File: src/rtl/bmp_loader.sv
// bmp_loader: on start, reads ROWS consecutive ROW_W-bit rows from a synchronous
// row memory (one-cycle read latency) and packs them into a ROWS*ROW_W bitmap,
// then pulses wren for one cycle to load the downstream bitmap register.
// Ports: clk/rst (async active-high); start + base_addr request a load (IDLE only);
// mem_addr/mem_rd/mem_data form the row-memory read port; bitmap is the packed
// result (row 0 in LSBs); wren marks bitmap complete; busy spans start..wren.
// Optional build macro BMP_LOADER_INVERT_EN: store each captured row as ~mem_data.
module bmp_loader #(
  parameter int ROWS   = 64,
  parameter int ROW_W  = 24,
  parameter int ADDR_W = 16
) (
  input  logic                  clk,
  input  logic                  rst,
  input  logic                  start,
  input  logic [ADDR_W-1:0]     base_addr,
  output logic [ADDR_W-1:0]     mem_addr,
  output logic                  mem_rd,
  input  logic [ROW_W-1:0]      mem_data,
  output logic [ROWS*ROW_W-1:0] bitmap,
  output logic                  wren,
  output logic                  busy
);

  localparam int CNT_W = $clog2(ROWS + 1);

  typedef enum logic [1:0] {
    IDLE  = 2'd0,
    ISSUE = 2'd1,
    DRAIN = 2'd2,
    PULSE = 2'd3
  } state_t;

  state_t                state_q, state_d;
  logic [ADDR_W-1:0]     base_q, base_d;
  logic [CNT_W-1:0]      issue_cnt_q, issue_cnt_d;
  logic [CNT_W-1:0]      row_cnt_q, row_cnt_d;
  logic                  mem_rd_q, mem_rd_d;
  logic [ADDR_W-1:0]     mem_addr_q, mem_addr_d;
  logic                  rd_prev_q, rd_prev_d;
  logic [ROWS*ROW_W-1:0] bitmap_q, bitmap_d;
  logic [ROW_W-1:0]      row_data;

`ifdef BMP_LOADER_INVERT_EN
  // Memories that store ink as 0 are normalised here so the bitmap is ink-as-1.
  assign row_data = ~mem_data;
`else
  assign row_data = mem_data;
`endif

  always_comb begin
    state_d     = state_q;
    base_d      = base_q;
    issue_cnt_d = issue_cnt_q;
    row_cnt_d   = row_cnt_q;
    mem_rd_d    = 1'b0;
    mem_addr_d  = mem_addr_q;
    bitmap_d    = bitmap_q;
    // Read data returns one cycle after the strobe, so capture keys off the
    // delayed strobe rather than the state; this covers both ISSUE and DRAIN.
    rd_prev_d   = mem_rd_q;

    if (rd_prev_q) begin
      for (int r = 0; r < ROWS; r++) begin
        if (row_cnt_q == CNT_W'(r)) begin
          bitmap_d[r*ROW_W +: ROW_W] = row_data;
        end
      end
      row_cnt_d = row_cnt_q + 1'b1;
    end

    unique case (state_q)
      IDLE: begin
        if (start) begin
          // The first read is issued straight from IDLE so mem_rd is high in the
          // very next cycle; issue_cnt therefore starts at one.
          base_d      = base_addr;
          row_cnt_d   = '0;
          issue_cnt_d = CNT_W'(1);
          mem_rd_d    = 1'b1;
          mem_addr_d  = base_addr;
          state_d     = ISSUE;
        end
      end
      ISSUE: begin
        if (issue_cnt_q == CNT_W'(ROWS)) begin
          state_d = DRAIN;
        end else begin
          // Wraps modulo 2^ADDR_W by truncation.
          mem_addr_d  = base_q + ADDR_W'(issue_cnt_q);
          mem_rd_d    = 1'b1;
          issue_cnt_d = issue_cnt_q + 1'b1;
        end
      end
      DRAIN: begin
        // The last row lands this cycle via the capture rule above.
        state_d = PULSE;
      end
      PULSE: begin
        state_d = IDLE;
      end
      default: begin
        state_d = IDLE;
      end
    endcase
  end

  always_ff @(posedge clk or posedge rst) begin
    if (rst) begin
      state_q     <= IDLE;
      base_q      <= '0;
      issue_cnt_q <= '0;
      row_cnt_q   <= '0;
      mem_rd_q    <= 1'b0;
      mem_addr_q  <= '0;
      rd_prev_q   <= 1'b0;
      bitmap_q    <= '0;
    end else begin
      state_q     <= state_d;
      base_q      <= base_d;
      issue_cnt_q <= issue_cnt_d;
      row_cnt_q   <= row_cnt_d;
      mem_rd_q    <= mem_rd_d;
      mem_addr_q  <= mem_addr_d;
      rd_prev_q   <= rd_prev_d;
      bitmap_q    <= bitmap_d;
    end
  end

  assign mem_addr = mem_addr_q;
  assign mem_rd   = mem_rd_q;
  assign bitmap   = bitmap_q;
  assign wren     = (state_q == PULSE);
  assign busy     = (state_q != IDLE);

endmodule

File: config.mk
export PLATFORM = sky130hd
export DESIGN_NAME = bmp_loader
export DESIGN_NICKNAME = d
export VERILOG_FILES = /design/src/rtl/bmp_loader.sv
export SDC_FILE = /design/constraint.sdc
export NUM_CORES = 2
export LEC_CHECK = 0
export CAP_MARGIN = 30
export CORE_AREA = 3 3 622 624
export DETAILED_ROUTE_END_ITERATION = 6
export DIE_AREA = 0 0 625 627
export PLACE_DENSITY = 0.41
export SYNTH_ARGS = -nofsm -noshare
export SYNTH_HDL_FRONTEND = slang
export SYNTH_SLANG_ARGS = --single-unit
export TNS_END_PERCENT = 30
File: constraint.sdc
create_clock -name clk -period 80.4 [get_ports clk]
set_input_delay 16.08 -clock clk [delete_from_list [all_inputs] [get_ports clk]]
set_output_delay 16.08 -clock clk [all_outputs]
set_load 0.02 [all_outputs]
==> flow_metrics.tcl <==
set metrics [dict create \
    worstPathArrival_ns 22.29 \
    syn_nets 3859 \
    crit_fanout 82 \
    drive_gt1_share_pct 36.74 \
    core_um2 382000 \
    routedWlPerCell_um 28.65 \
    whs_endpoint "bitmap[157]" \
    worst_pin_slew_ns 1.021 \
    die_h_um 627 \
    power.density_nw_per_um2 28.86 \
    leakagePower_nw 39.38 \
    slew_violations 0 \
    synth-seq-cells 1586 \
    die_x_um 625 \
    hp-class "reg2reg" \
    cts.repair.resized 0 \
    start_util_pct 15.93 \
    rr_startpoint "rd_prev_q" \
    dp_slack_ns 57.67 \
    cts_inserted_buffers 193 \
    core.rowCount 227 \
    ys_types 48 \
    fin_crit_ns 21.44 \
    rsz0062_at_grt "false" \
    drt_iter0_markers 1943 \
    num_io_pins 1598 \
    setup_viol 0 \
    routed_via_density 3.723 \
    yosysWarningCount 0 \
    overflow 0 \
    dp.final_hpwl_mm 211.4 \
    drtPass1Iterations 5 \
    reg2reg_depth 5 \
    cp-start-kind "primary input" \
    worst_ep_required_time_ns 81.25 \
    die_area_um2 391900 \
    clock_skew_ns 0.05692 \
    clk_latency_ns 0.86 \
    fin_nets 5462 \
    ir_worst_vdd_v 0.00001544 \
    synth_cells 3797 \
    period_share_pct 26.67 \
    first_global_vias 42091 \
    synth_edf_count 0 \
    drt-total-wl_mm 303.9 \
    syn_to_final_growth_pct 46.67 \
    numPortBuffers 1597 \
    post-route-drc-count 0 \
    grt.total_usage_pct 14.95 \
    critPathLaunch "rst" \
    setup_ws_ns 58.96 \
    async_reset_ff_share_pct 100.0 \
    grt_pass1_wl_mm 398.9 \
    rr_endpoint "bitmap[1533]" \
    min_delay_path_depth 1 \
    h-tree-depth 4 \
    holdBufCountCts 0 \
    end_kind "asynchronous set/reset pin" \
    placed_area_um2 82900 \
    min_from "bitmap[157]" \
    outcome "completed" \
    relSlewSlack_pct 31.95 \
    fmax_mhz 46.64 \
    syn_avg_cell_area_um2 16.03 \
    cts_buffer_depth 4 \
    cts_num_sinks 1586 \
    path_class "in2async" \
    final_area_um2 89260 \
    post_cts_buffers 0 \
    seq_area_frac_synth_pct 65.22 \
    cts_tree "built" \
    vias 39482 \
    setup_tns_ns 0 \
    clk_pin_slew_worst_paths_ns 0.06 \
    cts_root_buf "clkbuf_16" \
    maxCapViolations 0 \
    antenna_found_initial 63 \
    grt_max_degree 148 \
    place_congestion 0.7554 \
    ant_nets 0 \
    syn-cell-area_um2 60860 \
    n_fill_cell 40068 \
    ys.flop_type "dfrtp_1" \
    r2r_slack_ns 76.99 \
    hold_viol 0 \
]
## layout by cell type, fill, tap and decap left out, drive strengths merged, types with 5 or more instances in the layout
cell	instances
xor2	11
o21ai	22
dfrtp	1586
bufinv	7
clkdlybuf4s50	1573
nor2b	10
mux2	1538
inv	22
clkinv	33
and2	5
nand3	22
diode	27
nand4	10
a21oi	23
nor3	29
buf	159
and3	5
clkinvlp	5
nand2	76
ha	18
nor2	55
clkbuf	284
## area by class of cell
cell class	count	area, um2	share of cell area (%)
diodes	27	67.56	0.07570
clock buffers	284	5627	6.304
clock inverters	52	538.0	0.6028
inverters	15	63.81	0.07149
multi-input cells	1872	19690	22.06
flip-flops and latches	1586	39690	44.47
well taps	5038	6304	7.062
repair buffers	1732	17280	19.36
## per-stage QoR
step	hold WS [ns]	power (mW)	util (%)	instances
after floorplan	0.4523	1.335	-	3797
after global placement	0.4697	1.726	21.62	10224
after detailed placement	0.4740	1.738	21.70	10237
after CTS	0.4867	2.625	23.31	10573
after global routing	0.5067	2.690	23.35	10582
final	0.4820	2.576	23.37	10606
## where the power goes
group / internal (mW) / switching [mW]
logic: 0.318 / 0.394
registers: 0.925 / 0.0742
clock network: 0.506 / 0.359
total: 1.75 / 0.827
## kinds of logic after synthesis
logic type	count (synthesis)	share of synthesized area, %
xor+xnor	15	0.2159
flops	1586	65.22
simple gates	227	2.192
mux	1542	28.52
buf+inv	339	2.792
fa+ha+maj	19	0.4030
compound gates	69	0.6579
## worst max-delay path, cell delays in order
cell and delay (ns):
clkdlybuf4s50_1 0.51, inv_8 0.48, buf_4 0.77, buf_4 0.64, buf_4 0.70, buf_4 0.64, buf_4 0.73, buf_4 0.68
buf_4 0.79
## per-layer routing
layer	vias to the layer above	global-route usage (%)	routed length, um
met5	-	0	88
met4	12	4.925	10610
met3	377	3.820	20550
met2	1384	26.94	156100
met1	21215	17.08	116500
li1	16494	-	-
## cell usage after synthesis (all sizes together), types with 2 or more instances
master  count  area share, %
a211oi      4          0.049
a21o        4          0.049
a21oi      23           0.19
a22oi       4          0.049
a31oi       4          0.041
and2        5          0.051
and3        5          0.051
buf       162            1.7
clkbuf    162            1.0
dfrtp    1586             65
ha         18           0.37
inv        15          0.093
mux2     1538             28
mux2i       4          0.066
nand2      76           0.48
nand2b      3          0.031
nand3      22           0.19
nand4      10           0.10
nor2       55           0.47
nor2b      10           0.10
nor3       29           0.56
o211ai      4          0.049
o21ai      22           0.18
o31ai       2          0.025
or2         4          0.041
or3         2          0.021
or4         3          0.037
xnor2       4          0.058
xor2       11           0.16
## how the worst max path moves through the flow
stage,to,slack (ns)
floorplan,base_q[0],19.57
global placement,bitmap[1],57.78
detailed placement,bitmap[47],57.67
CTS,bitmap[3],58.64
global route,bitmap[3],57.97
finish,bitmap[47],58.96
## registers in the layout (all words and copies together), names as in the netlist
signal,flops
base_q,16
bitmap,1536
issue_cnt_q,7
mem_addr,16
mem_rd,1
rd_prev_q,1
row_cnt_q,7
state_q,2
No activity file was read; power rests on OpenSTA's default activity.
